### src/rtl/seq_det_pkg.sv
// Shared types and reset configuration for the programmable serial pattern detector.
package seq_det_pkg;

   localparam int SEQ_MAX_LEN = 8;
   localparam int SEQ_LEN_W   = $clog2(SEQ_MAX_LEN + 1);

   typedef struct packed {
      logic [SEQ_MAX_LEN-1:0] pattern;
      logic [SEQ_LEN_W-1:0]   len;
      logic                   overlap;
   } seq_cfg_t;

   localparam seq_cfg_t SEQ_DEF_CFG = '{pattern: 8'b0000_1101, len: 4'd4, overlap: 1'b0};

   // Length 0 behaves as 1; anything above the history depth saturates.
   function automatic int clamp_len(input int len, input int max_len);
      if (len == 0)       return 1;
      if (len > max_len)  return max_len;
      return len;
   endfunction

endpackage

### src/rtl/seq_det_sat_cnt.sv
// Saturating event counter; a clear coinciding with an increment leaves 1 so the event is kept.
module seq_det_sat_cnt #(
   parameter int CNT_W = 16
) (
   input  logic             clk,
   input  logic             reset,
   input  logic             inc,
   input  logic             clr,
   output logic [CNT_W-1:0] cnt
);

   always_ff @(posedge clk or negedge reset) begin
      if (!reset) begin
         cnt <= '0;
      end else if (clr) begin
         cnt <= inc ? CNT_W'(1) : '0;
      end else if (inc && (cnt != {CNT_W{1'b1}})) begin
         cnt <= cnt + CNT_W'(1);
      end
   end

endmodule

### src/rtl/seq_detect_param.sv
// Runtime-programmable Mealy bit-pattern detector with overlap mode, valid qualifier and
// saturating match counter.
module seq_detect_param
   import seq_det_pkg::*;
#(
   parameter int                 MAX_LEN     = SEQ_MAX_LEN,
   parameter int                 CNT_W       = 16,
   parameter logic [MAX_LEN-1:0] DEF_PATTERN = MAX_LEN'(SEQ_DEF_CFG.pattern),
   parameter int                 DEF_LEN     = int'(SEQ_DEF_CFG.len),
   parameter logic               DEF_OVERLAP = SEQ_DEF_CFG.overlap
) (
   input  logic                         clk,
   input  logic                         reset,
   input  logic                         in_valid,
   input  logic                         in,
   input  logic                         cfg_load,
   input  logic [MAX_LEN-1:0]           cfg_pattern,
   input  logic [$clog2(MAX_LEN+1)-1:0] cfg_len,
   input  logic                         cfg_overlap,
   input  logic                         cnt_clr,
   output logic                         out,
   output logic                         out_q,
   output logic [CNT_W-1:0]             match_cnt
);

   localparam int LW = $clog2(MAX_LEN + 1);

   logic [MAX_LEN-1:0] pat;
   logic [LW-1:0]      len;
   logic               ovl;
   logic [MAX_LEN-2:0] hist;
   logic [LW-1:0]      fill;

   logic [MAX_LEN-1:0] cand;
   logic [MAX_LEN-1:0] mask;
   logic               fill_ok;
   logic               hit;

   // Candidate window: history with the incoming bit appended as bit 0.
   assign cand = {hist, in};

   always_comb begin
      mask = '0;
      for (int i = 0; i < MAX_LEN; i++) mask[i] = (i < int'(len));
   end

   assign fill_ok = (fill >= (len - LW'(1)));
   assign hit     = (((cand ^ pat) & mask) == '0);
   assign out     = reset & in_valid & ~cfg_load & fill_ok & hit;

   always_ff @(posedge clk or negedge reset) begin
      if (!reset) begin
         pat   <= DEF_PATTERN;
         len   <= LW'(DEF_LEN);
         ovl   <= DEF_OVERLAP;
         hist  <= '0;
         fill  <= '0;
         out_q <= 1'b0;
      end else begin
         out_q <= out;
         if (cfg_load) begin
            pat  <= cfg_pattern;
            len  <= LW'(clamp_len(int'(cfg_len), MAX_LEN));
            ovl  <= cfg_overlap;
            hist <= '0;
            fill <= '0;
         end else if (in_valid) begin
            hist <= cand[MAX_LEN-2:0];
            // Non-overlapping: a match consumes its bits, so the next one needs a fresh window.
            if (out && !ovl)   fill <= '0;
            else if (!fill_ok) fill <= fill + LW'(1);
         end
      end
   end

   seq_det_sat_cnt #(.CNT_W(CNT_W)) u_cnt (
      .clk   (clk),
      .reset (reset),
      .inc   (out),
      .clr   (cnt_clr | cfg_load),
      .cnt   (match_cnt)
   );

endmodule
### config.mk
export PLATFORM = sky130hd
export DESIGN_NAME = seq_detect_param
export DESIGN_NICKNAME = d
export VERILOG_FILES = /design/src/rtl/seq_det_pkg.sv /design/src/rtl/seq_det_sat_cnt.sv /design/src/rtl/seq_detect_param.sv
export SDC_FILE = /design/constraint.sdc
export NUM_CORES = 1
export LEC_CHECK = 0
export ABC_AREA = 1
export BUFFER_PORTS_ARGS = -buffer_cell sky130_fd_sc_hd__buf_2
export CAP_MARGIN = 10
export CORE_AREA = 8 8 79 81
export CTS_CLUSTER_DIAMETER = 150
export CTS_CLUSTER_SIZE = 14
export DETAILED_ROUTE_END_ITERATION = 10
export DIE_AREA = 0 0 87 89
export GPL_TIMING_DRIVEN = 0
export PLACE_DENSITY = 0.74
export REMOVE_ABC_BUFFERS = 1
export SLEW_MARGIN = 25
export SYNTH_ARGS = -nofsm -noshare
export SYNTH_HDL_FRONTEND = slang
export SYNTH_SLANG_ARGS = --single-unit
### constraint.sdc
create_clock -name clk -period 1.98 [get_ports clk]
set_input_delay 0.297 -clock clk [delete_from_list [all_inputs] [get_ports clk]]
set_output_delay 0.297 -clock clk [all_outputs]
set_load 0.03 [all_outputs]
==> results.sh <==
export IMPL_via_count=2213
export IMPL_rrSetupSlack_ns=-0.17
export IMPL_antenna_cells=0
export IMPL_layout_setup_ws_ns=-0.276
export IMPL_die_w_um=87
export IMPL_hold_viol_final=37
export IMPL_crit_path_frequent_cell="nand2_1"
export IMPL_fill_cells=443
export IMPL_firstDrtPassIters=4
export IMPL_cp_required_ns=1.68
export IMPL_die_h_um=89
export IMPL_path_cells="inv_2 -> nand3_2 -> xor2_2 -> ha_1 -> nand2_1 -> inv_1 -> nand2_1 -> nand2_2 -> nand3_4 -> nor2_8 -> buf_6"
export IMPL_gr_total_overflow=0
export IMPL_cp_num_buf_inv=3
export IMPL_layout_cells_most_common="nand2_1"
export IMPL_relSlewSlack_pct=60.0
export IMPL_clkSinkCount=41
export IMPL_whs_ns=-0.0253
export IMPL_portBuffers=36
export IMPL_rsz0062_at_grt="true"
export IMPL_cp_slowest_stage_delay_ns=0.40
export IMPL_cts_made_buffers=5
export IMPL_ant_nets=0
export IMPL_yosysUniqueCellTypes=32
export IMPL_grt_pass1_wl_mm=9.84
export IMPL_clk_latency_ns=0.30
export IMPL_yosysSeqAreaShare_pct=41.4
export IMPL_grt_usage_pct=15.8
export IMPL_leakage_nw=1.56
export IMPL_clk_path_buf_depth=2
export IMPL_detailed_place_area_mm2=0.00271
export IMPL_worst_slew_pin_slew_ns=0.599
export IMPL_synthesis_instances=332
export IMPL_hpwl_mm=3.94
export IMPL_use_met2_pct=26.3
export IMPL_synth_seq_cells=41
export IMPL_maxCapViolCount=0
export IMPL_drive_above_1_share_pct=24.7
export IMPL_setup_viol=17
export IMPL_synth_warnings=0
export IMPL_finClkSkew_ns=0.00628
export IMPL_syn2layout_area_growth_pct=21.0
export IMPL_rows=26
export IMPL_grt_max_degree=43
export IMPL_cts_max_level=2
export IMPL_status="finished with violations"
export IMPL_drt_iter0_drc=165
export IMPL_worst_path_max_fanout=3
export IMPL_synth_cell_area_mm2=0.00249
export IMPL_busiest_layer="met2"
export IMPL_min_path_type="input port to async pin"
export IMPL_clk_pin_slew_ns=0.08
export IMPL_maxSlewViolCount=0
export IMPL_p_per_area_mw_per_mm2=585
export IMPL_wl_mm=5.78
export IMPL_cp_start_kind="register"
export IMPL_start_util_pct=50.1
export IMPL_final_nets=412
export IMPL_arrival_ns=1.96
export IMPL_io_pins=37
export IMPL_peakVddDrop_v=0.000458
export IMPL_critPathTopFamily="simple AND/OR/NAND/NOR gates"
export IMPL_clock_fmax_ghz=0.443
export IMPL_viasPerCell=4.86
export IMPL_cp_slowest_cell="dfrtp_1"
export IMPL_period_needed_ns=2.26
export IMPL_core_region_area_mm2=0.00498
export IMPL_drc_errors=0
export IMPL_crit_type="register to output pin"
export IMPL_violations="hold timing, setup timing"
export IMPL_root_buffer="clkbuf_8"
export IMPL_final_util_pct=60.6
export IMPL_finalInstanceArea_mm2=0.00302
export IMPL_antenna_found_initial=0
export IMPL_grtUsageMet3_pct=3.49
export IMPL_grt_pass1_vias=2226
export IMPL_syn_area_per_cell_um2=7.50
export IMPL_end_kind="output pin"
export IMPL_use_met1_pct=19.4
export IMPL_gp_congestion=0.910
export IMPL_cts_tree="done"
export IMPL_die_area_mm2=0.00774
export IMPL_wl_per_cell_um=12.7
export IMPL_final_cell_mix="99 x nand2_1, 37 x dfrtp_1, 35 x inv_1"
export IMPL_finalCritPeriodShare_pct=114
[cells in the mapped netlist]
master    instances  area, um^2
xor2_1           13         114
inv_1            37         139
or2_2             1        6.26
xnor2_1           1        8.76
nor2_8            1        20.0
nand2_4           2        22.5
nor2_2            2        12.5
a21oi_1           5        25.0
nor3_1            6        30.0
dfrtp_1          37         926
o21ai_1           3        15.0
buf_1             1        3.75
nand3_1          34         170
buf_2             1        5.00
clkinv_1          1        3.75
nand2_1         101         379
buf_12            1        20.0
ha_1              9         113
o22ai_1           9        56.3
nand4_1           2        12.5
nor3_2            1        10.0
dfstp_2           4         105
o21bai_1          1        7.51
nor2_1           28         105
clkbuf_1          3        11.3
nor3b_1           3        22.5
nand3_2           1        10.0
o21ai_0           8        40.0
buf_4             1        7.51
nand3b_1          1        7.51
inv_2             2        7.51
nand2_2          12        75.1
[final cells by class]
| class | count | area [um^2] | share of cell area [%] |
|---|---|---|---|
| sequential | 41 | 1030 | 34.2 |
| clock inverter | 2 | 15.0 | 0.498 |
| clock buffer | 6 | 72.6 | 2.41 |
| tap | 70 | 87.6 | 2.90 |
| inverter | 40 | 150 | 4.98 |
| timing repair buffer | 51 | 314 | 10.4 |
| multi-input combinational | 245 | 1350 | 44.6 |
[flip-flops by register name, summed over array words and instances, names as in the netlist]
name       flops
pat            8
len            4
ovl            1
fill           4
hist           7
u_cnt.cnt     16
out_q          1
[routing by layer]
layer	wire, um	share of wire [%]	vias to the layer above
li1	-	-	1154
met1	2770	48	1006
met2	2680	46	48
met3	271	4.7	5
met4	63	1.1	0
met5	0	0	-
[worst register-to-register path: stages, from the launching register on]
cell     delay, ns
dfrtp_1       0.40
inv_2         0.11
nand3_2       0.10
xor2_2        0.15
ha_1          0.31
nand2_1       0.06
inv_1         0.04
nand2_1       0.05
nand2_2       0.10
nand3_4       0.10
nor2_8        0.11
buf_4         0.16
nand2_8       0.09
buf_4         0.16
nand3_1       0.06
nand2_1       0.05
[path summary, 6_finish.rpt]
| check | startpoint | end | cells after the start |
|---|---|---|---|
| hold reg to reg | pat[3] | pat[3] | 2 |
| setup / recovery | len[1] | out | 11 |
| min in group clk | cfg_overlap | ovl | 3 |
| setup reg to reg | len[1] | u_cnt.cnt[0] | 15 |
| hold / removal | reset | len[1] | 1 |
| max in group asynchronous | reset | pat[3] | 1 |
[per-stage QoR]
stage	std cells	TNS [ns]	power (mW)	hold WS [ns]	setup slack, ns
CTS	453	-2.61	1.77	0.173	-0.259
floorplan	325	-2.82	1.08	0.00141	-0.199
finish	455	-2.80	1.76	-0.0253	-0.276
global route	455	-4.81	1.85	0.00949	-0.379
global placement	431	-10.07	1.16	0.469	-0.841
detailed placement	431	-6.89	1.17	0.477	-0.444
[cell families after synthesis]
group / Yosys count / share of synthesized area (%)
AOI/OAI and AO/OA: 26 / 5.78
xor gates and xnor gates: 14 / 4.92
adders and majority gates: 9 / 4.52
buffers and inverters: 47 / 7.94
DFF: 41 / 41.4
and+or+nand+nor: 195 / 35.5
[repair_timing]
| action | 4_1_cts | 5_1_grt |
|---|---|---|
| hold endpoints to repair | 0 | 0 |
| resized for setup | 13 | 2 |
| endpoints found under the setup margin | 20 | 22 |
| cloned | 1 | 0 |
| pin swaps | 7 | 3 |
| buffers inserted | 13 | 2 |
| hold buffers | 0 | 0 |
[where the power goes]
part	total, mW	leakage (nW)	internal (mW)	switching, mW
clock network	0.561	0.0374	0.249	0.312
logic	0.300	0.984	0.117	0.183
registers	0.903	0.540	0.875	0.0274
total	1.76	1.56	1.24	0.522
Power figures use the tool's default switching activity.
